===== config.mk =====
export PLATFORM = sky130hd
export DESIGN_NAME = overdrive_gain_ctrl
export DESIGN_NICKNAME = d
export VERILOG_FILES = /design/src/rtl/overdrive_pkg.sv /design/src/rtl/overdrive_gain_step.sv /design/src/rtl/overdrive_gain_ctrl.sv
export SDC_FILE = /design/constraint.sdc
export NUM_CORES = 1
export LEC_CHECK = 0
export ABC_CLOCK_PERIOD_IN_PS = 9540
export CORE_AREA = 8 8 98 100
export CTS_CLUSTER_SIZE = 10
export DETAILED_ROUTE_END_ITERATION = 10
export DIE_AREA = 0 0 106 108
export PLACE_DENSITY = 0.75
export SYNTH_ARGS = -nofsm -noshare
export SYNTH_HDL_FRONTEND = slang
export SYNTH_SLANG_ARGS = --single-unit

===== constraint.sdc =====
create_clock -name clk -period 9.54 [get_ports clk]
set_clock_uncertainty 0.05 [all_clocks]
set_input_delay 1.908 -clock clk [delete_from_list [all_inputs] [get_ports clk]]
set_output_delay 1.908 -clock clk [all_outputs]
set_load 0.01 [all_outputs]

===== src/rtl/overdrive_pkg.sv =====
// overdrive_pkg: shared gain type, unity helper and control-state enum for the overdrive gain controller.
package overdrive_pkg;

    typedef logic signed [15:0] gain_t;

    typedef enum logic [1:0] {DRY, RAMP_UP, WET, RAMP_DOWN} od_ctrl_state_t;

    function automatic gain_t UNITY_GAIN(input int bits);
        return gain_t'(1 << bits);
    endfunction

endpackage


===== src/rtl/overdrive_gain_step.sv =====
// overdrive_gain_step: one slew step of the gain toward its goal.
// OVERDRIVE_GAIN_CTRL_RAMP_EN selects the geometric slew; without it the goal is reached in one step.
module overdrive_gain_step
    import overdrive_pkg::*;
#(
    parameter int RAMP_SHIFT = 6
) (
    input  gain_t cur,
    input  gain_t goal,
    output gain_t next,
    output logic  at_goal
);
`ifdef OVERDRIVE_GAIN_CTRL_RAMP_EN
    localparam bit RAMP_EN = 1'b1;
`else
    localparam bit RAMP_EN = 1'b0;
`endif
    logic signed [16:0] diff, shr, slew, step, sum;
    always_comb begin
        diff    = {goal[15], goal} - {cur[15], cur};
        shr     = diff >>> RAMP_SHIFT;
        // Small differences still creep by one LSB so the goal is always reached.
        slew    = (shr == 17'sd0 && diff != 17'sd0) ? (diff[16] ? -17'sd1 : 17'sd1) : shr;
        step    = RAMP_EN ? slew : diff;
        sum     = {cur[15], cur} + step;
        next    = sum[15:0];
        at_goal = diff == 17'sd0;
    end

endmodule


===== src/rtl/overdrive_gain_ctrl.sv =====
// overdrive_gain_ctrl: accepts gain targets, slews gain per sample tick and sequences the dry/overdrive switch at unity.
// OVERDRIVE_GAIN_CTRL_RAMP_EN enables slewed steps; otherwise each ramp completes on a single tick.
module overdrive_gain_ctrl
    import overdrive_pkg::*;
#(
    parameter int                 BITS_PER_LEVEL = 12,
    parameter int                 RAMP_SHIFT     = 6,
    parameter logic signed [15:0] GAIN_MAX       = 16'sh7FFF
) (
    input  logic               clk,
    input  logic               rst,
    input  logic               sample_tick,
    input  logic signed [15:0] target_gain,
    input  logic               target_valid,
    output logic               target_ready,
    input  logic               bypass_req,
    output logic signed [15:0] gain_out,
    output logic               dry_sel,
    output logic               ramping
);
    localparam gain_t UNITY = UNITY_GAIN(BITS_PER_LEVEL);

    od_ctrl_state_t state_q, state_d;
    gain_t          gain_q, gain_d, tgt_q, tgt_d, goal, step_next, tgt_in;
    logic           dry_q, dry_d, ramping_q, ramping_d, at_goal;

    function automatic gain_t goal_of(input od_ctrl_state_t s, input gain_t t);
        return (s == RAMP_UP || s == WET) ? t : UNITY;
    endfunction

    overdrive_gain_step #(.RAMP_SHIFT(RAMP_SHIFT)) u_step (
        .cur     (gain_q),
        .goal    (goal),
        .next    (step_next),
        .at_goal (at_goal)
    );

    always_ff @(posedge clk) begin
        if (rst) begin
            state_q   <= DRY;
            gain_q    <= UNITY;
            tgt_q     <= UNITY;
            dry_q     <= 1'b1;
            ramping_q <= 1'b0;
        end else begin
            state_q   <= state_d;
            gain_q    <= gain_d;
            tgt_q     <= tgt_d;
            dry_q     <= dry_d;
            ramping_q <= ramping_d;
        end
    end

    // Bypass requests take priority over reaching the ramp-up goal.
    always_comb begin
        unique case (state_q)
            DRY:     state_d = bypass_req ? DRY : RAMP_UP;
            RAMP_UP: state_d = bypass_req ? RAMP_DOWN : (gain_q == tgt_q ? WET : RAMP_UP);
            WET:     state_d = bypass_req ? RAMP_DOWN : WET;
            default: state_d = gain_q == UNITY ? DRY : RAMP_DOWN;
        endcase
    end

    always_comb begin
        target_ready = state_q != RAMP_DOWN;
        tgt_in       = target_gain < 0 ? '0 : (target_gain > GAIN_MAX ? GAIN_MAX : target_gain);
        tgt_d        = (target_valid && target_ready) ? tgt_in : tgt_q;
        goal         = goal_of(state_q, tgt_q);
        gain_d       = (sample_tick && !at_goal) ? step_next : gain_q;
        dry_d        = state_d == DRY;
        ramping_d    = gain_d != goal_of(state_d, tgt_d);
    end

    assign gain_out = gain_q;
    assign dry_sel  = dry_q;
    assign ramping  = ramping_q;

endmodule


==> impl_metrics.json, run 1 <==
{
  "timing.rr.start": "state_q[0]",
  "grt_pass1_vias": 4338,
  "dr_total_vias": 4461,
  "antenna_found_initial": 0,
  "syn_area_sq_mm": 0.004289,
  "crit_path_max_incr_delay_ns": 0.62,
  "core-area_sq_mm": 0.008051,
  "cap_violations": 0,
  "critPathMaxFanout": 16,
  "fin_ws_ns": 3.503,
  "critPathLaunchType": "flip-flop",
  "dieArea_sq_mm": 0.01145,
  "synth_top_cell_area_share_pct": 16.80,
  "startpoint": "state_q[0]",
  "routed_wl_um": 13840,
  "cellPowerDensity_mw_per_mm2": 363.1,
  "crit_path_end_kind": "flip-flop",
  "globalplace.congestion": 1.019,
  "cp_top_family": "compound AO/OA/AOI/OAI gates",
  "finalPower_mw": 1.752,
  "crit_path_frequent_cell": "ha_1",
  "critPathKind": "flip-flop to flip-flop",
  "dpl.hpwl_um": 10950,
  "ys_types": 70,
  "routedWlPerCell_um": 19.72,
  "cp_data_arrival_time_ns": 6.17,
  "hp-class": "flip-flop to flip-flop",
  "fin_crit_sh_pct": 63.29,
  "n_antenna_cell": 0,
  "setup_viol_count_final": 0,
  "synth-seq-cells": 36,
  "clock_path_buffers": 2,
  "htreeDepth": 2,
  "synth.avg_cell_area_sq_um": 7.512,
  "drc": 0,
  "drive_gt1_share_pct": 3.518,
  "post-route-min-period_ns": 6.037,
  "rsz0062_at_grt": "no",
  "hold-worst-slack_ns": 0.4776,
  "placed_area_sq_mm": 0.004730,
  "path_cells": "inv_1 > ha_1 > nand2_1 > ha_1 > fa_1 > nor2b_1 > o2111ai_1 > a21oi_1 > nor3_1 > nor2_1 > ha_1 > a21oi_1 > o21ai_0 > a31oi_1 > a311oi_1 > a2111oi_0 > xnor2_1 > xor2_1 > o2111ai_1 > a211oi_1 > o21a_1 > a41oi_1",
  "crit_buf_inv": 1,
  "grt_pass1_wl_um": 22770,
  "synth_top_area_cell": "dfxtp_1",
  "r2r_cells": 22,
  "nFillCells": 792,
  "hold_buffers": 0,
  "synth-edff-count": 0,
  "yosysWarnings": 0,
  "cts.sinks": 36,
  "nets": 655,
  "synth_cells": 571,
  "root_buffer": "clkbuf_8",
  "io_pins": 40,
  "worstPathRequired_ns": 9.67,
  "dieWidth_um": 106,
  "tns_ns": 0,
  "status": "complete, no violations",
  "synth_ff_type": "dfxtp_1",
  "r2r_slack_ns": 3.50,
  "port_buffers": 39,
  "clkLatencyLatePin_ns": 0.31,
  "overflow": 0,
  "ys_top_cells_by_area": "dfxtp_1, ha_1, xor2_1",
  "finalInstanceArea_sq_mm": 0.004826,
  "initial_utilization_pct": 53.27,
  "max_freq_mhz": 165.6,
  "post-cts-setup-buffers": 0,
  "drv_slew": 0,
  "ys_seq_area_share_pct": 16.80,
  "vdd_ir_drop_max_v": 0.0001839,
  "grt_max_degree": 37,
  "rows": 33,
  "hold_viol": 0,
  "pre_cts_slack_ns": 3.632,
  "drtIter0Drc": 321,
  "viasPerCell": 6.355,
  "synth_nets": 629,
  "r2r_end": "ramping",
  "relSlewSlack_pct": 29.57,
  "clk_pin_slew_worst_paths_ns": 0.09,
  "die_y_um": 108,
  "grt_use_total_pct": 24.44,
  "ant_nets": 0,
  "area_growth_pct": 12.51,
  "critPathSlowestCell": "ha_1",
  "cts_tree": "done",
  "cts_resized": 0,
  "cp.depth": 22,
  "worst_pin_slew_ns": 1.057,
  "synthArstFlopShare_pct": 0,
  "dr.pass1.iters": 5,
  "p_leak_nw": 2.077,
  "cts-buffers-inserted": 5,
  "cp-endpoint": "ramping",
  "whs_path_depth": 2
}
[state kept, by name (all words and copies together) (netlist names)]
signal    flops
dry_sel       1
tgt_q        16
state_q       2
gain_out     16
ramping       1
[worst min-delay path, cell delays in order, from the launching register on]
cell and delay [ns]:
dfxtp_1 0.37, nand2_1 0.08, nor2_1 0.04
[cells in the final DEF, fill, tap and decap left out, types with 9 or more instances in the layout]
master / Yosys / layout
nor2_1: 66 / 66
a211oi_1: 12 / 12
clkdlybuf4s50_1: 0 / 39
o21a_1: 9 / 9
xor2_1: 29 / 29
ha_1: 35 / 35
nor3b_1: 12 / 12
o21ai_0: 22 / 22
xnor2_1: 24 / 24
nand2b_1: 23 / 23
mux2i_1: 16 / 16
dfxtp_1: 36 / 36
a21oi_1: 41 / 41
nand3_1: 15 / 15
nand2_1: 31 / 31
inv_1: 29 / 29
nor4_1: 14 / 14
nor3_1: 12 / 12
and2_1: 16 / 16
[power by group]
part	internal (mW)	leakage [nW]	switching, mW
Sequential	0.177	0.296	0.0599
Combinational	0.572	1.73	0.817
Clock	0.0645	0.0503	0.0605
Total	0.814	2.08	0.938
[cell families (layout without fill, tap and decap cells)]
family,after synthesis,after routing,synth area share [%]
AO/OA/AOI/OAI,146,146,23.13
XOR/XNOR,55,55,11.87
adder cells (fa/ha/maj),37,37,11.14
buffers and inverters,51,77,4.696
flip-flops,36,36,16.80
multiplexers,18,18,4.259
AND/OR/NAND/NOR,228,228,28.09
[per-layer routing]
| layer | vias up | GRT usage, % | part of all wire (%) |
|---|---|---|---|
| li1 | 2132 | - | - |
| met1 | 2124 | 32.95 | 45 |
| met2 | 177 | 40.26 | 47 |
| met3 | 28 | 2.736 | 6.7 |
| met4 | 0 | 7.035 | 2.2 |
| met5 | - | 0 | 0 |
[layout make-up]
class,instances,area (sq um),area share (%)
sequential,36,720.7,14.93
inverter,30,112.6,2.333
clock buffer,7,96.34,1.996
timing repair buffer,40,397.9,8.245
multi-input combinational,484,3367,69.77
tap,105,131.4,2.722
[Yosys cell counts, types with 3 or more instances]
library cell	n
a2111oi_0	3
a211oi_1	12
a21o_1	8
a21oi_1	41
a221oi_1	3
a31oi_1	8
and2_1	16
and3_1	6
clkbuf_1	17
dfxtp_1	36
ha_1	35
inv_1	29
mux2i_1	16
nand2_1	31
nand2b_1	23
nand3_1	15
nand4_1	6
nor2_1	66
nor2b_1	7
nor3_1	12
nor3b_1	12
nor4_1	14
o2111ai_1	6
o21a_1	9
o21ai_0	22
or3_1	6
xnor2_1	24
xor2_1	29
[worst min-delay path by stage]
stage                    from         to
floorplan           tgt_q[15]  tgt_q[15]
global placement    tgt_q[15]  tgt_q[15]
detailed placement  tgt_q[15]  tgt_q[15]
CTS                 tgt_q[15]  tgt_q[15]
global route        tgt_q[15]  tgt_q[15]
finish              tgt_q[15]  tgt_q[15]
[per-stage QoR]
stage	util [%]	std cells
after global routing	59.94	702
final	59.94	702
after global placement	58.74	695
after CTS	59.94	702
after floorplan	-	571
after detailed placement	58.74	695
Power figures use the tool's default switching activity.
==> inputs of run 2 (changes only) <==
--- a/config.mk
+++ b/config.mk
@@ -5,7 +5,7 @@
 export SDC_FILE = /design/constraint.sdc
 export NUM_CORES = 1
 export LEC_CHECK = 0
-export ABC_CLOCK_PERIOD_IN_PS = 9540
+export ABC_CLOCK_PERIOD_IN_PS = 6000
 export CORE_AREA = 8 8 98 100
 export CTS_CLUSTER_SIZE = 10
 export DETAILED_ROUTE_END_ITERATION = 10
==> constraint.sdc (replaced) <==
create_clock -name clk -period 6 [get_ports clk]
set_clock_uncertainty 0.05 [all_clocks]
set_input_delay 1.2 -clock clk [delete_from_list [all_inputs] [get_ports clk]]
set_output_delay 1.2 -clock clk [all_outputs]
set_load 0.01 [all_outputs]
==> run 2 against run 1 <==
Compared with the run above: critical path depth stayed put; cell area grew 0.86%; total power increased by 59%; clock power grew 50%; final cell count is 0.85% higher; sequential power grew 55%; register-to-register slack got worse by 3.1 ns; worst hold slack better by 0.0062 ns; largest power group unchanged.
==> impl_metrics.json, run 2 (synthesized netlist as in run 1, its figures left out) <==
{
  "placed_area_sq_mm": 0.004767,
  "routed_wl_um": 14050,
  "dieArea_sq_mm": 0.01145,
  "clock_path_buffers": 2,
  "r2r_cells": 22,
  "r2r_end": "ramping",
  "rows": 33,
  "nets": 660,
  "r2r_slack_ns": 0.40,
  "routedWlPerCell_um": 19.84,
  "ant_nets": 0,
  "htreeDepth": 2,
  "whs_path_depth": 2,
  "clkLatencyLatePin_ns": 0.30,
  "hp-class": "flip-flop to flip-flop",
  "clockPowerShare_pct": 6.7,
  "cellPowerDensity_mw_per_mm2": 573.8,
  "area_growth_pct": 13.48,
  "grt_pass1_vias": 4279,
  "dpl.hpwl_um": 11060,
  "drtIter0Drc": 338,
  "grt_max_degree": 37,
  "dr.pass1.iters": 7,
  "status": "complete, no violations",
  "port_buffers": 39,
  "drive_gt1_share_pct": 4.643,
  "switchingPower_mw": 1.481,
  "finalPower_mw": 2.793,
  "cap_violations": 0,
  "power_frac_seq_pct": 13.1,
  "dieWidth_um": 106,
  "viasPerCell": 6.367,
  "root_buffer": "clkbuf_8",
  "hp-start": "tgt_q[15]",
  "antenna_found_initial": 0,
  "p_leak_nw": 2.098,
  "hold_buffers": 0,
  "vdd_ir_drop_max_v": 0.0003137,
  "setup_viol_count_final": 0,
  "crit_path_end_kind": "flip-flop",
  "swShare_pct": 53.02,
  "post-route-min-period_ns": 5.603,
  "min_to": "tgt_q[15]",
  "p_int_mw": 1.312,
  "finalInstanceArea_sq_mm": 0.004867,
  "globalplace.congestion": 0.9704,
  "relSlewSlack_pct": 29.47,
  "worst_pin_slew_ns": 1.058,
  "worstPathRequired_ns": 6.12,
  "p_comb_share_pct": 80.1,
  "core-area_sq_mm": 0.008051,
  "grt_pass1_wl_um": 22630,
  "clk_pin_slew_worst_paths_ns": 0.09,
  "cts_tree": "done",
  "grt_use_total_pct": 24.40,
  "fin_crit_sh_pct": 93.38,
  "cts.sinks": 36,
  "n_antenna_cell": 0,
  "initial_utilization_pct": 53.27,
  "io_pins": 40,
  "final_common_cell": "nor2_1",
  "overflow": 0,
  "most-common-layout-cells": "nor2_1, a21oi_1, clkdlybuf4s50_1",
  "max_freq_mhz": 178.5,
  "placed_cells": 700,
  "dr_total_vias": 4508,
  "timing.rr.start": "state_q[0]",
  "instances_no_fill": 708,
  "cts-buffers-inserted": 5,
  "critPathKind": "flip-flop to flip-flop",
  "critPathMaxFanout": 16,
  "die_y_um": 108,
  "drv_slew": 0,
  "cp_data_arrival_time_ns": 5.73,
  "drc": 0,
  "critPathLaunchType": "flip-flop",
  "hold_viol": 0
}
run 2: power groups by stage:
stage,Sequential [mW],Combinational (mW),Clock (mW)
detailed placement,0.369,2.16,0
finish,0.367,2.24,0.188
CTS,0.364,2.17,0.187
global placement,0.367,2.13,0
floorplan,0.356,1.63,0
global route,0.372,2.44,0.195
run 2: area by class of cell:
class,count,area (sq um)
multi-input cells,484,3378
fillers,781,3184
flip-flops and latches,36,720.7
repair buffers,45,435.4
well taps,105,131.4
inverters,30,112.6
clock buffers,6,72.57
clock inverters,2,16.27
run 2: what timing repair did:
| item | in CTS | in global routing |
|---|---|---|
| resized for setup | 0 | 3 |
| setup endpoints to repair | 0 | 1 |
| setup buffers | 0 | 0 |
run 2: how the worst max path moves through the flow:
stage	start	end	slack [ns]	cells after the start
after floorplan	state_q[0]	ramping	1.15	21
after global placement	state_q[0]	ramping	0.56	22
after detailed placement	state_q[0]	ramping	0.40	22
after CTS	state_q[0]	ramping	0.38	22
after global routing	state_q[1]	ramping	-0.002	22
final	state_q[0]	ramping	0.40	22
run 2: worst max-delay path, stage by stage, from the launching register on:
cell,delay [ns]
dfxtp_1,0.38
inv_1,0.08
ha_2,0.47
nand2_1,0.16
ha_1,0.29
fa_1,0.49
nor2b_1,0.19
o2111ai_1,0.15
a21oi_1,0.22
nor3_1,0.08
nor2_1,0.18
ha_1,0.32
a21oi_1,0.21
o21ai_0,0.11
a31oi_1,0.30
nand2_1,0.11
xor2_1,0.18
a221oi_1,0.28
nand4_1,0.18
a311o_1,0.38
a211o_1,0.27
nor4_1,0.24
a41oi_1,0.15
run 2: per-stage QoR:
stage,hold slack (ns),worst slack (ns),setup TNS (ns),util (%)
after floorplan,0.3924,1.149,0,-
after global routing,0.5013,-0.002321,-0.002321,60.45
after CTS,0.4806,0.3777,0,60.31
final,0.4838,0.3973,0,60.45
after detailed placement,0.4663,0.3985,0,59.21
after global placement,0.4371,0.5582,0,59.21
run 2: metal layers:
| metal | vias up | global-route usage, % | routed length (um) | share of wire (%) |
|---|---|---|---|---|
| met5 | - | 0 | 0 | 0 |
| met4 | 0 | 7.337 | 352 | 2.5 |
| met3 | 32 | 4.402 | 1073 | 7.6 |
| met2 | 229 | 39.72 | 6335 | 45 |
| met1 | 2101 | 32.17 | 6286 | 45 |
| li1 | 2146 | - | - | - |
